==> src/rtl/uart_fifo.sv <==
// rtl/uart_fifo.sv - buffered UART endpoint: RX/TX FIFOs, TX launch FSM, occupancy and sticky status
//
// uart_fifo ports:
//   clk, reset_n                  system clock, synchronous active-low reset (also resets both cores)
//   uart_rxd, uart_txd            serial pins
//   uart_rx_en                    receive enable forwarded to the RX core
//   tx_data/tx_valid/tx_ready     byte stream into the TX FIFO
//   rx_data/rx_valid/rx_ready     first-word fall-through byte stream out of the RX FIFO
//   tx_count, rx_count            FIFO occupancies
//   rx_overrun, rx_break          sticky status, cleared by the status_clr pulse
//   tx_idle                       TX FIFO empty, launch FSM idle and TX core not busy
//
// Helper modules in this file: uart_fifo_buf (FWFT FIFO), uart_tx, uart_rx (serial cores).

module uart_fifo_buf #(
   parameter int DEPTH = 16,
   parameter int WIDTH = 8
) (
   input  logic                     clk,
   input  logic                     resetn,
   input  logic                     push,
   input  logic [WIDTH-1:0]         push_data,
   input  logic                     pop,
   output logic [WIDTH-1:0]         head,
   output logic [$clog2(DEPTH):0]   count,
   output logic                     full,
   output logic                     empty
);
   localparam int AW = $clog2(DEPTH);
   localparam int CW = AW + 1;

   logic [WIDTH-1:0] mem [DEPTH];
   logic [AW-1:0]    wr_ptr;
   logic [AW-1:0]    rd_ptr;

   // Storage is deliberately not reset; head is only meaningful while not empty.
   always_ff @(posedge clk) begin
      if (push) mem[wr_ptr] <= push_data;
   end

   // Callers qualify push/pop, so count never leaves 0..DEPTH. Pointers wrap
   // naturally because DEPTH is a power of two.
   always_ff @(posedge clk) begin
      if (!resetn) begin
         wr_ptr <= '0;
         rd_ptr <= '0;
         count  <= '0;
      end else begin
         if (push) wr_ptr <= wr_ptr + AW'(1);
         if (pop)  rd_ptr <= rd_ptr + AW'(1);
         case ({push, pop})
            2'b10:   count <= count + CW'(1);
            2'b01:   count <= count - CW'(1);
            default: count <= count;
         endcase
      end
   end

   assign head  = mem[rd_ptr];
   assign full  = (count == CW'(DEPTH));
   assign empty = (count == '0);
endmodule

module uart_tx #(
   parameter int CLK_HZ       = 50000000,
   parameter int BIT_RATE     = 9600,
   parameter int PAYLOAD_BITS = 8
) (
   input  logic                    clk,
   input  logic                    resetn,
   output logic                    uart_txd,
   output logic                    uart_tx_busy,
   input  logic                    uart_tx_en,
   input  logic [PAYLOAD_BITS-1:0] uart_tx_data
);
   localparam int CYCLES_PER_BIT = CLK_HZ / BIT_RATE;
   localparam int CW = $clog2(CYCLES_PER_BIT + 1);
   localparam int BW = $clog2(PAYLOAD_BITS + 1);

   typedef enum logic [1:0] {T_IDLE, T_START, T_DATA, T_STOP} state_t;

   state_t                  state;
   state_t                  state_nxt;
   logic [CW-1:0]           cycle_cnt;
   logic [BW-1:0]           bit_cnt;
   logic [PAYLOAD_BITS-1:0] shreg;
   logic                    bit_done;

   assign bit_done = (cycle_cnt == CW'(CYCLES_PER_BIT - 1));

   always_ff @(posedge clk) begin
      if (!resetn) state <= T_IDLE;
      else         state <= state_nxt;
   end

   always_comb begin
      state_nxt = state;
      case (state)
         T_IDLE:  if (uart_tx_en) state_nxt = T_START;
         T_START: if (bit_done) state_nxt = T_DATA;
         T_DATA:  if (bit_done && bit_cnt == BW'(PAYLOAD_BITS - 1)) state_nxt = T_STOP;
         T_STOP:  if (bit_done) state_nxt = T_IDLE;
         default: state_nxt = T_IDLE;
      endcase
   end

   always_ff @(posedge clk) begin
      if (!resetn) begin
         cycle_cnt <= '0;
         bit_cnt   <= '0;
         shreg     <= '0;
      end else begin
         if (state == T_IDLE || bit_done) cycle_cnt <= '0;
         else                             cycle_cnt <= cycle_cnt + CW'(1);
         if (state == T_IDLE) begin
            bit_cnt <= '0;
            if (uart_tx_en) shreg <= uart_tx_data;
         end else if (state == T_DATA && bit_done) begin
            bit_cnt <= bit_cnt + BW'(1);
            shreg   <= shreg >> 1;
         end
      end
   end

   // Line level is decoded from registered state only, LSB first.
   always_comb begin
      uart_tx_busy = (state != T_IDLE);
      case (state)
         T_START: uart_txd = 1'b0;
         T_DATA:  uart_txd = shreg[0];
         default: uart_txd = 1'b1;
      endcase
   end
endmodule

module uart_rx #(
   parameter int CLK_HZ       = 50000000,
   parameter int BIT_RATE     = 9600,
   parameter int PAYLOAD_BITS = 8
) (
   input  logic                    clk,
   input  logic                    resetn,
   input  logic                    uart_rxd,
   input  logic                    uart_rx_en,
   output logic                    uart_rx_break,
   output logic                    uart_rx_valid,
   output logic [PAYLOAD_BITS-1:0] uart_rx_data
);
   localparam int CYCLES_PER_BIT = CLK_HZ / BIT_RATE;
   localparam int HALF_BIT = CYCLES_PER_BIT / 2;
   localparam int CW = $clog2(CYCLES_PER_BIT + 1);
   localparam int BW = $clog2(PAYLOAD_BITS + 1);

   // R_HOLD waits for the line to return high after a bad stop bit so a
   // long BREAK is reported once rather than once per frame time.
   typedef enum logic [2:0] {R_IDLE, R_START, R_DATA, R_STOP, R_HOLD} state_t;

   state_t                  state;
   state_t                  state_nxt;
   logic                    rxd_meta;
   logic                    rxd_sync;
   logic [CW-1:0]           cycle_cnt;
   logic [BW-1:0]           bit_cnt;
   logic [PAYLOAD_BITS-1:0] shreg;
   logic                    half_done;
   logic                    bit_done;
   logic                    stop_sample;

   assign half_done   = (cycle_cnt == CW'(HALF_BIT - 1));
   assign bit_done    = (cycle_cnt == CW'(CYCLES_PER_BIT - 1));
   assign stop_sample = (state == R_STOP) && bit_done;

   always_ff @(posedge clk) begin
      if (!resetn) state <= R_IDLE;
      else         state <= state_nxt;
   end

   always_comb begin
      state_nxt = state;
      case (state)
         R_IDLE:  if (uart_rx_en && !rxd_sync) state_nxt = R_START;
         R_START: if (half_done) state_nxt = rxd_sync ? R_IDLE : R_DATA;
         R_DATA:  if (bit_done && bit_cnt == BW'(PAYLOAD_BITS - 1)) state_nxt = R_STOP;
         R_STOP:  if (bit_done) state_nxt = rxd_sync ? R_IDLE : R_HOLD;
         R_HOLD:  if (rxd_sync) state_nxt = R_IDLE;
         default: state_nxt = R_IDLE;
      endcase
   end

   // After the half-bit start check, every later sample lands mid-bit.
   always_ff @(posedge clk) begin
      if (!resetn) begin
         rxd_meta      <= 1'b1;
         rxd_sync      <= 1'b1;
         cycle_cnt     <= '0;
         bit_cnt       <= '0;
         shreg         <= '0;
         uart_rx_valid <= 1'b0;
         uart_rx_break <= 1'b0;
      end else begin
         rxd_meta <= uart_rxd;
         rxd_sync <= rxd_meta;
         if (state_nxt != state || bit_done || state == R_IDLE || state == R_HOLD)
            cycle_cnt <= '0;
         else
            cycle_cnt <= cycle_cnt + CW'(1);
         if (state == R_IDLE) begin
            bit_cnt <= '0;
         end else if (state == R_DATA && bit_done) begin
            bit_cnt <= bit_cnt + BW'(1);
            shreg   <= {rxd_sync, shreg[PAYLOAD_BITS-1:1]};
         end
         uart_rx_valid <= stop_sample && rxd_sync;
         uart_rx_break <= stop_sample && !rxd_sync && (shreg == '0);
      end
   end

   assign uart_rx_data = shreg;
endmodule

module uart_fifo #(
   parameter int CLK_HZ       = 50000000,
   parameter int BIT_RATE     = 9600,
   parameter int PAYLOAD_BITS = 8,
   parameter int TX_DEPTH     = 16,
   parameter int RX_DEPTH     = 16
) (
   input  logic                       clk,
   input  logic                       reset_n,
   input  logic                       uart_rxd,
   output logic                       uart_txd,
   input  logic                       uart_rx_en,
   input  logic [PAYLOAD_BITS-1:0]    tx_data,
   input  logic                       tx_valid,
   output logic                       tx_ready,
   output logic [PAYLOAD_BITS-1:0]    rx_data,
   output logic                       rx_valid,
   input  logic                       rx_ready,
   output logic [$clog2(TX_DEPTH):0]  tx_count,
   output logic [$clog2(RX_DEPTH):0]  rx_count,
   output logic                       rx_overrun,
   output logic                       rx_break,
   input  logic                       status_clr,
   output logic                       tx_idle
);
   logic                    uart_rx_valid;
   logic                    uart_rx_break;
   logic [PAYLOAD_BITS-1:0] uart_rx_data;
   logic                    uart_tx_busy;
   logic                    uart_tx_en;
   logic [PAYLOAD_BITS-1:0] uart_tx_data;

   uart_rx #(
      .CLK_HZ       (CLK_HZ),
      .BIT_RATE     (BIT_RATE),
      .PAYLOAD_BITS (PAYLOAD_BITS)
   ) u_rx (
      .clk           (clk),
      .resetn        (reset_n),
      .uart_rxd      (uart_rxd),
      .uart_rx_en    (uart_rx_en),
      .uart_rx_break (uart_rx_break),
      .uart_rx_valid (uart_rx_valid),
      .uart_rx_data  (uart_rx_data)
   );

   uart_tx #(
      .CLK_HZ       (CLK_HZ),
      .BIT_RATE     (BIT_RATE),
      .PAYLOAD_BITS (PAYLOAD_BITS)
   ) u_tx (
      .clk          (clk),
      .resetn       (reset_n),
      .uart_txd     (uart_txd),
      .uart_tx_busy (uart_tx_busy),
      .uart_tx_en   (uart_tx_en),
      .uart_tx_data (uart_tx_data)
   );

   // ---------------- RX path ----------------
   logic rx_full;
   logic rx_empty;
   logic rx_pop;
   logic rx_push;
   logic rx_drop;

   // A full FIFO still takes the byte when the consumer frees a slot in the same cycle.
   assign rx_pop   = rx_valid && rx_ready;
   assign rx_push  = uart_rx_valid && (!rx_full || rx_pop);
   assign rx_drop  = uart_rx_valid && rx_full && !rx_pop;
   assign rx_valid = !rx_empty;

   uart_fifo_buf #(
      .DEPTH (RX_DEPTH),
      .WIDTH (PAYLOAD_BITS)
   ) u_rx_fifo (
      .clk       (clk),
      .resetn    (reset_n),
      .push      (rx_push),
      .push_data (uart_rx_data),
      .pop       (rx_pop),
      .head      (rx_data),
      .count     (rx_count),
      .full      (rx_full),
      .empty     (rx_empty)
   );

   // Set beats clear so an event coincident with status_clr is not lost.
   always_ff @(posedge clk) begin
      if (!reset_n) begin
         rx_overrun <= 1'b0;
         rx_break   <= 1'b0;
      end else begin
         if (rx_drop)         rx_overrun <= 1'b1;
         else if (status_clr) rx_overrun <= 1'b0;
         if (uart_rx_break)   rx_break <= 1'b1;
         else if (status_clr) rx_break <= 1'b0;
      end
   end

   // ---------------- TX path ----------------
   typedef enum logic [1:0] {S_IDLE, S_LAUNCH, S_GUARD, S_WAIT} tx_state_t;

   tx_state_t               tx_state;
   tx_state_t               tx_state_nxt;
   logic                    tx_full;
   logic                    tx_empty;
   logic                    tx_push;
   logic                    tx_pop;
   logic [PAYLOAD_BITS-1:0] tx_head;
   logic [PAYLOAD_BITS-1:0] tx_hold;

   assign tx_ready     = !tx_full;
   assign tx_push      = tx_valid && tx_ready;
   assign uart_tx_data = tx_hold;

   uart_fifo_buf #(
      .DEPTH (TX_DEPTH),
      .WIDTH (PAYLOAD_BITS)
   ) u_tx_fifo (
      .clk       (clk),
      .resetn    (reset_n),
      .push      (tx_push),
      .push_data (tx_data),
      .pop       (tx_pop),
      .head      (tx_head),
      .count     (tx_count),
      .full      (tx_full),
      .empty     (tx_empty)
   );

   always_ff @(posedge clk) begin
      if (!reset_n) tx_state <= S_IDLE;
      else          tx_state <= tx_state_nxt;
   end

   // GUARD covers the cycle before the core reports busy; WAIT then tracks busy.
   always_comb begin
      tx_state_nxt = tx_state;
      case (tx_state)
         S_IDLE:   if (!tx_empty && !uart_tx_busy) tx_state_nxt = S_LAUNCH;
         S_LAUNCH: tx_state_nxt = S_GUARD;
         S_GUARD:  tx_state_nxt = S_WAIT;
         S_WAIT:   if (!uart_tx_busy) tx_state_nxt = S_IDLE;
         default:  tx_state_nxt = S_IDLE;
      endcase
   end

   always_comb begin
      tx_pop     = (tx_state == S_IDLE) && !tx_empty && !uart_tx_busy;
      uart_tx_en = (tx_state == S_LAUNCH);
      tx_idle    = tx_empty && (tx_state == S_IDLE) && !uart_tx_busy;
   end

   // tx_hold only moves on a pop, keeping the core's data input stable for the frame.
   always_ff @(posedge clk) begin
      if (!reset_n)    tx_hold <= '0;
      else if (tx_pop) tx_hold <= tx_head;
   end
endmodule

==> config.mk <==
export PLATFORM = sky130hd
export DESIGN_NAME = uart_fifo
export DESIGN_NICKNAME = d
export VERILOG_FILES = /design/src/rtl/uart_fifo.sv
export SDC_FILE = /design/constraint.sdc
export NUM_CORES = 1
export LEC_CHECK = 0
export BUFFER_PORTS_ARGS = -buffer_cell sky130_fd_sc_hd__buf_2
export CORE_UTILIZATION = 30
export DETAILED_ROUTE_END_ITERATION = 8
export MAX_ROUTING_LAYER = met4
export SLEW_MARGIN = 20
export SYNTH_ARGS = -nofsm -noshare
export SYNTH_HDL_FRONTEND = slang
export SYNTH_SLANG_ARGS = --single-unit
==> constraint.sdc <==
create_clock -name clk -period 3 [get_ports clk]
set_input_delay 0.6 -clock clk [delete_from_list [all_inputs] [get_ports clk]]
set_output_delay 0.6 -clock clk [all_outputs]
set_load 0.03 [all_outputs]
==> results.toml, run 1 <==
[route]
wirelength_um = 29300
vias_per_cell = 4.72
drt_iter0_drc = 628
drc_errors = 0
antenna_left = 0
first_pass_iters = 5
vias = 8006
avgRoutedWirePerCell_um = 17.3

[global_routing]
grt_antenna_before_repair = 0
grt_pass1_wl_um = 45700
grt_pass1_vias = 7945
grt_usage_pct = 12.2
grt-ovfl-total = 0
grt_max_degree = 67

[clock_network]
clk_latency_ns = 0.55
cts_root_buffer = "clkbuf_16"
htree_levels = 2
cts_buffer_depth = 3
clock_sinks = 357
cts_buffers = 38
cts_tree = "built"
path_clk_slew_ns = 0.06
cts_hold_buf = 0

[synth]
synth_top_flop_cell = "edfxtp_1"
synth.top_cell.area_share_pct = 52.6
synthTopCellsByArea = "edfxtp_1, dfxtp_1, mux4_2"
synth_common_cells = "edfxtp_1, dfxtp_1, nor2_1"
synth_area_sq_um = 14600
synth-edff-count = 256
yosys_register_bits = 357
syn-num-nets = 1022
synth_cell_types = 61
yosysTopAreaCell = "edfxtp_1"
yosysMostFrequentCell = "edfxtp_1"
avgSynthCellArea_sq_um = 15.0
synthArstFlopShare_pct = 0
synth-seq-area-share_pct = 66.5
synth_cells = 975
ys_warn_count = 0

[sta]
max_freq_mhz = 336
worst_slew_pin_slew_ns = 0.827
fin_skew_ns = 0.0287
hold_viol = 0
post-route-min-period_ns = 2.98
rsz0062_at_grt = "true"
tns_ns = 0
report.final.slew_viol_count = 0
setup_violations = 0
relSlewSlack_pct = 44.8
finalCritPeriodShare_pct = 99.2
setup_ws_ns = 0.0237

[min_path]
hold_class = "primary input to flop"

[worst_setup_path]
slowest_stage = "mux4_2"
cpPeakStageDelay_ns = 0.53
critPathKind = "flop to output pin"
cp_top_family = "multiplexers"
crit_top_cell = "mux4_2"
worstPathRequired_ns = 2.40
worstPathCellList = "buf_12, buf_16, mux4_2, mux4_2, buf_6"
critPathMaxFanout = 8
cp_num_buf_inv = 3
start_kind = "flop"
endpoint_kind = "output pin"
cp_data_arrival_time_ns = 2.38

[placed_design]
place_ws_ns = 0.211
place.gp.congestion = 0.827
port_buffers = 38
dp_hpwl_um = 18500

[floorplanning]
die-area_sq_um = 49600
fp.dieH_um = 223
num_io_pins = 39
core.rowCount = 80
start_util_pct = 30.5
die_x_um = 223
core-area_sq_um = 47800

[run]
drv_cap = 0

[pwr]
p_total_uw = 11500
sw_frac_of_total_pct = 25.9
p_clk_share_pct = 38.4
power_switching_uw = 2980
powerDensity_nw_per_um2 = 674
intPower_uw = 8520
leakagePower_uw = 0.00571
peakVddDrop_v = 0.000450
comb_power_share_pct = 12.9
seq_power_share_pct = 48.7

[cells_and_area]
layout-drive-gt1-share_pct = 18.8
syn_to_final_growth_pct = 16.8
n_antenna_cell = 0
fin_nets = 1098

[status]
status = "complete, no violations"
worst paths after layout:
| path | from | endpoint | slack (ns) | depth (start not counted) |
|---|---|---|---|---|
| min | uart_rxd | u_rx.rxd_meta | 0.24 | 2 |
| max | flop | rx_data[0] | 0.02 | 5 |
| max reg2reg | u_rx_fifo.count[1] | u_rx_fifo.count[4] | 0.18 | 11 |
| min reg2reg | u_rx.rxd_meta | u_rx.rxd_sync | 0.41 | 1 |
power by group through the flow:
stage	logic, uW	clock network, uW	registers, uW
2_1_floorplan	1090	0	5690
3_3_place_gp	1490	0	5690
3_5_place_dp	1510	0	5700
4_1_cts	1520	4550	5600
5_1_grt	1650	4750	5620
6_report	1480	4420	5590
registers in the layout, summed over array words and instances, names as in the netlist, 5 cells and up, named ones only:
name,cells
u_rx_fifo.count,5
u_tx_fifo.mem,128
u_rx.uart_rx_data,8
tx_hold,8
u_tx.cycle_cnt,13
u_tx_fifo.count,5
u_tx.shreg,8
u_rx.cycle_cnt,13
u_rx_fifo.mem,128
final cells by class:
| type | instances | area, sq um |
|---|---|---|
| clock buffer | 44 | 983 |
| clock inverter | 25 | 211 |
| inverter | 33 | 124 |
| timing repair buffer | 80 | 644 |
| tap | 615 | 769 |
| fill | 4509 | 30800 |
| sequential | 357 | 9710 |
| multi-input combinational | 541 | 4610 |
per-layer routing:
metal | GRT usage (%) | wire length, um | up-vias | part of all wire (%)
li1 | - | - | 3828 | -
met1 | 15.6 | 13200 | 3973 | 45
met2 | 19.9 | 14300 | 160 | 49
met3 | 2.25 | 1240 | 45 | 4.2
met4 | 3.63 | 573 | 0 | 2.0
met5 | - | 0 | - | 0
layout by cell type (no fill, tap or decap), drive strengths merged, types with 3 or more instances in the layout:
master	Yosys	routed
o21ai	21	21
nand3	22	22
xor2	28	28
a21boi	4	4
nor4	9	9
nand4b	3	3
xnor2	18	18
nor3	12	12
nand2	50	50
and3	10	10
ha	30	30
o22ai	20	20
nand3b	4	4
and2	24	24
a2111oi	4	4
mux2i	59	59
clkbuf	23	44
dfxtp	101	101
a21oi	16	16
nor4bb	3	3
inv	33	35
o211a	7	7
or4	3	3
nand4	10	10
a31oi	5	5
buf	20	80
clkinv	0	20
o31ai	3	3
edfxtp	256	256
nand2b	6	6
nor2	68	68
mux4	52	52
or3b	5	5
nor2b	19	19
per-stage QoR:
stage | hold WS [ns] | std cells | utilization (%) | instance area, sq um
6_report | 0.237 | 1695 | 35.6 | 17100
5_1_grt | 0.229 | 1695 | 35.6 | 17100
4_1_cts | 0.215 | 1697 | 35.7 | 17100
3_5_place_dp | 0.393 | 1622 | 32.9 | 15700
3_3_place_gp | 0.392 | 1622 | 32.9 | 15700
2_1_floorplan | 0.386 | 975 | - | 14600
repair_timing:
action | 4_1_cts | 5_1_grt
endpoints found under the setup margin | 8 | 8
gates resized for setup | 21 | 2
setup buffers | 3 | 0
cloned | 3 | 0
logic make-up after synthesis:
group           after synthesis  share of synthesized area [%]
fa+ha+maj                    32                           2.84
mux                         111                           12.1
buf+inv                      77                           2.21
compound gates               92                           4.16
xor+xnor                     46                           2.76
flops                       357                           66.5
simple gates                260                           9.48
(Power assumes the default switching activity.)
==> inputs of run 2 (changes only) <==
clock period = 3.5 ns   (was 3 ns; I/O delays follow)
==> results.toml, run 2 (same netlist as run 1, synthesis figures left out) <==
[sta]
fin_skew_ns = 0.0463
report.final.slew_viol_count = 0
setup_ws_ns = 0.350
max_freq_mhz = 317
relSlewSlack_pct = 45.8
post-route-min-period_ns = 3.15
setup_violations = 0
holdWs_ns = 0.362
hold_viol = 0
tns_ns = 0
worst_slew_pin_slew_ns = 0.810
finalCritPeriodShare_pct = 90.0
rsz0062_at_grt = "false"

[global_routing]
grt_max_degree = 36
grt_usage_pct = 12.0
grt_pass1_vias = 8019
grt_antenna_before_repair = 0
grt_pass1_wl_um = 45100
grt-ovfl-total = 0

[clock_network]
cts_tree = "built"
clock_sinks = 357
clk_latency_ns = 0.57
htree_levels = 2
cts_root_buffer = "clkbuf_16"
path_clk_slew_ns = 0.06
cts_buffer_depth = 3
cts_buffers = 39
cts_setup_buffers = 0

[worst_setup_path]
endpoint_kind = "output pin"
start_kind = "flop"
slowest_stage = "mux4_2"
worstPathRequired_ns = 2.80
cp_data_arrival_time_ns = 2.45
critPathMaxFanout = 32
crit_top_cell = "mux4_2"
worstPathCellList = "buf_12, mux4_2, mux4_2, buf_2"
r2r-start = "u_rx_fifo.count[0]"
critPathKind = "flop to output pin"
cpPeakStageDelay_ns = 0.57

[pwr]
powerDensity_nw_per_um2 = 601
leakagePower_uw = 0.00561
peakVddDrop_v = 0.000383

[status]
status = "complete, no violations"

[floorplanning]
num_io_pins = 39
die_x_um = 223
fp.dieH_um = 223
core-area_sq_um = 47800
start_util_pct = 30.5
die-area_sq_um = 49600
core.rowCount = 80

[route]
avgRoutedWirePerCell_um = 16.9
antenna_left = 0
first_pass_iters = 5
vias = 7855
vias_per_cell = 4.69
drt_iter0_drc = 463
drc_errors = 0
wirelength_um = 28200

[run]
drv_cap = 0

[placed_design]
place.gp.congestion = 0.789
place_ws_ns = 0.315
dp_hpwl_um = 18300
port_buffers = 38

[cells_and_area]
syn_to_final_growth_pct = 15.5
layout_commonest_cell = "edfxtp_1"
fin_nets = 1078
mostFrequentLayoutCells = "edfxtp_1, dfxtp_1, nor2_1"
n_antenna_cell = 0
layout-drive-gt1-share_pct = 17.4
top_regs = "u_rx_fifo.mem: 128 flops, u_tx_fifo.mem: 128 flops"

[min_path]
hold_class = "primary input to flop"
hp-start = "uart_rxd"
-- run 2: changes by cell type in the layout (fill, tap and decap cells not counted), moves of 2 or more --
cell,previous run,this run
clkinv_1,11,7
buf_16,2,0
buf_2,30,38
buf_12,3,1
clkinvlp_4,1,3
buf_6,9,0
buf_4,35,20
bufinv_16,1,4
-- run 2: area by class of cell --
type / instances / area, sq um
Fill cell: 4572 / 31000
Sequential cell: 357 / 9710
Multi-Input combinational cell: 541 / 4600
Clock buffer: 46 / 1010
Tap cell: 615 / 769
Timing Repair Buffer: 59 / 360
Clock inverter: 24 / 290
Inverter: 33 / 124
-- run 2: worst paths after layout --
path	endpoint	slack (ns)	depth (start not counted)
setup / recovery	rx_data[4]	0.35	4
hold / removal	u_rx.rxd_meta	0.36	2
setup reg to reg	u_rx_fifo.count[4]	0.45	11
hold reg to reg	u_rx.rxd_sync	0.40	1
-- run 2: where the power goes --
group | internal (uW) | switching (uW) | leakage, uW | total (uW)
sequential | 4670 | 105 | 0.00316 | 4780
clock | 2400 | 1700 | 0.000622 | 4090
combinational | 489 | 784 | 0.00182 | 1270
total | 7560 | 2580 | 0.00561 | 10100
-- run 2: metal layers --
| layer | vias to the layer above | share of wire, % | global-route usage, % |
|---|---|---|---|
| li1 | 3796 | - | - |
| met1 | 3846 | 44 | 14.6 |
| met2 | 168 | 49 | 20.0 |
| met3 | 45 | 4.8 | 2.45 |
| met4 | 0 | 2.2 | 3.85 |
| met5 | - | 0 | - |
-- run 2: per-stage QoR --
step	total power, uW	utilization (%)	cells	area, sq um
2_1_floorplan	5800	-	975	14600
3_3_place_gp	6140	32.5	1605	15600
3_5_place_dp	6180	32.5	1605	15600
4_1_cts	10300	35.2	1675	16900
5_1_grt	10600	35.3	1675	16900
6_report	10100	35.3	1675	16900
-- run 2: repair_timing --
item	in CTS	in global routing
hold buffers	0	0
setup endpoints to repair	0	1
gates resized for setup	0	1
-- run 2: worst max-delay path, delay by kind of cell (launching register included) --
family,cells,cell delay (ns)
mux,2,1.07
buf+inv,2,0.46
flops,1,0.34
==> inputs of run 3 (changes only) <==
SYNTH_HIERARCHICAL = 1   (was not set)
==> results.toml, run 3 <==
[pwr]
sw_frac_of_total_pct = 26.4
power_switching_uw = 2830
powerDensity_nw_per_um2 = 618
intPower_uw = 7890
comb_power_share_pct = 15.6
leakagePower_uw = 0.00613
p_clk_share_pct = 38.5
seq_power_share_pct = 45.8
peakVddDrop_v = 0.000523

[worst_setup_path]
critPathMaxFanout = 9
start_kind = "flop"
crit_top_cell = "ha_1"
slowest_stage = "or4_1"
endpoint_kind = "flop"
cpPeakStageDelay_ns = 0.54
critPathKind = "flop to flop"
worstPathRequired_ns = 3.99
cp_data_arrival_time_ns = 3.64
cp_num_buf_inv = 1
cp_top_family = "simple AND/OR/NAND/NOR gates"
worstPathCellList = "or4_1, nor2_1, nand2b_1, a21boi_0, inv_1, ha_1, xor2_1, ha_1, o21ai_0, or3_1, a2111oi_2, nand4b_1"

[clock_network]
cts_buffers = 39
htree_levels = 2
cts_tree = "built"
cts-resized-gates = 0
cts_setup_buffers = 0
clk_latency_ns = 0.55
path_clk_slew_ns = 0.06
cts_hold_buf = 0
cts_root_buffer = "clkbuf_16"
clock_sinks = 361
cts_buffer_depth = 3

[route]
drc_errors = 0
vias_per_cell = 4.71
antenna_left = 0
wirelength_um = 28600
drt_iter0_drc = 465
vias = 8250
avgRoutedWirePerCell_um = 16.3
first_pass_iters = 5

[placed_design]
place.gp.congestion = 0.794
port_buffers = 38
dp_hpwl_um = 18800
placedInstanceArea_sq_um = 16000

[synth]
syn-num-nets = 1045
yosysMostFrequentCell = "edfxtp_1"
synth_xor_area_share_pct = 2.36
synthTopCellsByArea = "edfxtp_1, dfxtp_1, mux4_1"
synthSimpleGateAreaFrac_pct = 10.5
synth-seq-area-share_pct = 64.5
synth_common_cells = "edfxtp_1, dfxtp_1, nor2_1"
avgSynthCellArea_sq_um = 15.2
synth_cell_types = 63
synth.top_cell.area_share_pct = 50.6
yosys_register_bits = 361
synth_area_sq_um = 15200
synthAdderAreaFrac_pct = 2.64
yosysTopAreaCell = "edfxtp_1"
synthMuxAreaShare_pct = 12.5
synth_cells = 998
synth_top_family_by_area = "multiplexers"
ys_warn_count = 6
synthArstFlopShare_pct = 0
synth_top_flop_cell = "edfxtp_1"
synth-edff-count = 256
synth_compound_area_share_pct = 4.82

[floorplanning]
fp.dieH_um = 227
core-area_sq_um = 50100
num_io_pins = 39
core.rowCount = 82
die_x_um = 227
start_util_pct = 30.3
die-area_sq_um = 51500

[cells_and_area]
syn_to_final_growth_pct = 14.3
seq_area_sq_um = 9790
layout_commonest_cell = "edfxtp_1"
mostFrequentLayoutCells = "edfxtp_1, dfxtp_1, nor2_1"
multi_input_area_sq_um = 4990
fin_nets = 1093
fin_util_pct = 34.7
top_regs = "u_rx_fifo/mem: 128 flops, u_tx_fifo/mem: 128 flops"
n_fill_cell = 4879
layout-drive-gt1-share_pct = 15.3
postLayoutCellArea_sq_um = 17400

[sta]
worst_slew_pin_slew_ns = 0.955
fin_skew_ns = 0.0143
finalCritPeriodShare_pct = 90.0
holdWs_ns = 0.359
max_freq_mhz = 318
tns_ns = 0
post-route-min-period_ns = 3.15
rsz0062_at_grt = "false"
hold_viol = 0
setup_violations = 0
relSlewSlack_pct = 36.1
report.final.slew_viol_count = 0

[global_routing]
grt-ovfl-total = 0
grt_pass1_vias = 8332
grt_antenna_before_repair = 2
grt_max_degree = 33
grt_pass1_wl_um = 45500
grt_usage_pct = 11.7

[run]
drv_cap = 0

[status]
status = "complete, no violations"

[min_path]
hold_class = "primary input to flop"
## run 3: changes by cell type in the layout (fill, tap and decap cells not counted), moves of 13 or more
cell     change
mux4_1      +32
a22oi_1     +32
mux2i_1     -25
mux4_2      -20
o22ai_1     -20
buf_4       -13
## run 3: worst register-to-register path, cell delays in order, from the launching register on
cell and delay, ns:
dfxtp_1 0.37, or4_1 0.54, nor2_1 0.13, nand2b_1 0.15, a21boi_0 0.13, inv_1 0.14
ha_1 0.36, xor2_1 0.19, ha_1 0.18, o21ai_0 0.08, or3_1 0.37, a2111oi_2 0.31
nand4b_1 0.14
## run 3: stage by stage
step | std cells | setup slack, ns | power, uW
global route | 1750 | 0.0698 | 11200
CTS | 1749 | 0.338 | 10900
global placement | 1677 | 0.448 | 6660
floorplan | 998 | 0.350 | 6320
finish | 1750 | 0.351 | 10700
detailed placement | 1677 | 0.367 | 6700
## run 3: final timing paths
path                            from            endpoint  slack (ns)  cells past startpoint
setup / recovery  u_rx_fifo/count[0]  u_rx_fifo/count[4]        0.35                     12
hold / removal              uart_rxd       u_rx/rxd_meta        0.36                      2
setup reg to reg  u_rx_fifo/count[0]  u_rx_fifo/count[4]        0.35                     12
hold reg to reg        u_rx/rxd_meta       u_rx/rxd_sync        0.41                      1
## run 3: cells by family (layout without fill, tap and decap cells)
logic type,Yosys count,after routing
xor gates and xnor gates,41,41
other,0,1
and+or+nand+nor,282,282
AOI/OAI and AO/OA,109,109
DFF,361,361
adders and majority gates,32,32
muxes,98,98
buffers and inverters,75,154
## run 3: layout make-up
class | instances | share of cell area (%)
clock buffer | 47 | 6.10
tap | 672 | 4.84
sequential | 361 | 56.4
multi-input combinational | 562 | 28.7
inverter | 35 | 0.757
antenna | 1 | 0.0144
timing repair buffer | 47 | 1.63
clock inverter | 25 | 1.51
## run 3: per-layer routing
metal | track usage (%) | wire length, um | up-vias
met3 | 2.32 | 1190 | 45
met4 | 3.53 | 652 | 0
met5 | - | 0 | -
met1 | 14.6 | 12900 | 4111
li1 | - | - | 3951
met2 | 19.0 | 13800 | 143
## run 3: power groups by stage
stage	clock, uW	combinational, uW	sequential [uW]
2_1_floorplan	0	1360	4960
3_3_place_gp	0	1660	5000
3_5_place_dp	0	1690	5010
4_1_cts	4260	1700	4920
5_1_grt	4420	1870	4950
6_report	4130	1670	4910
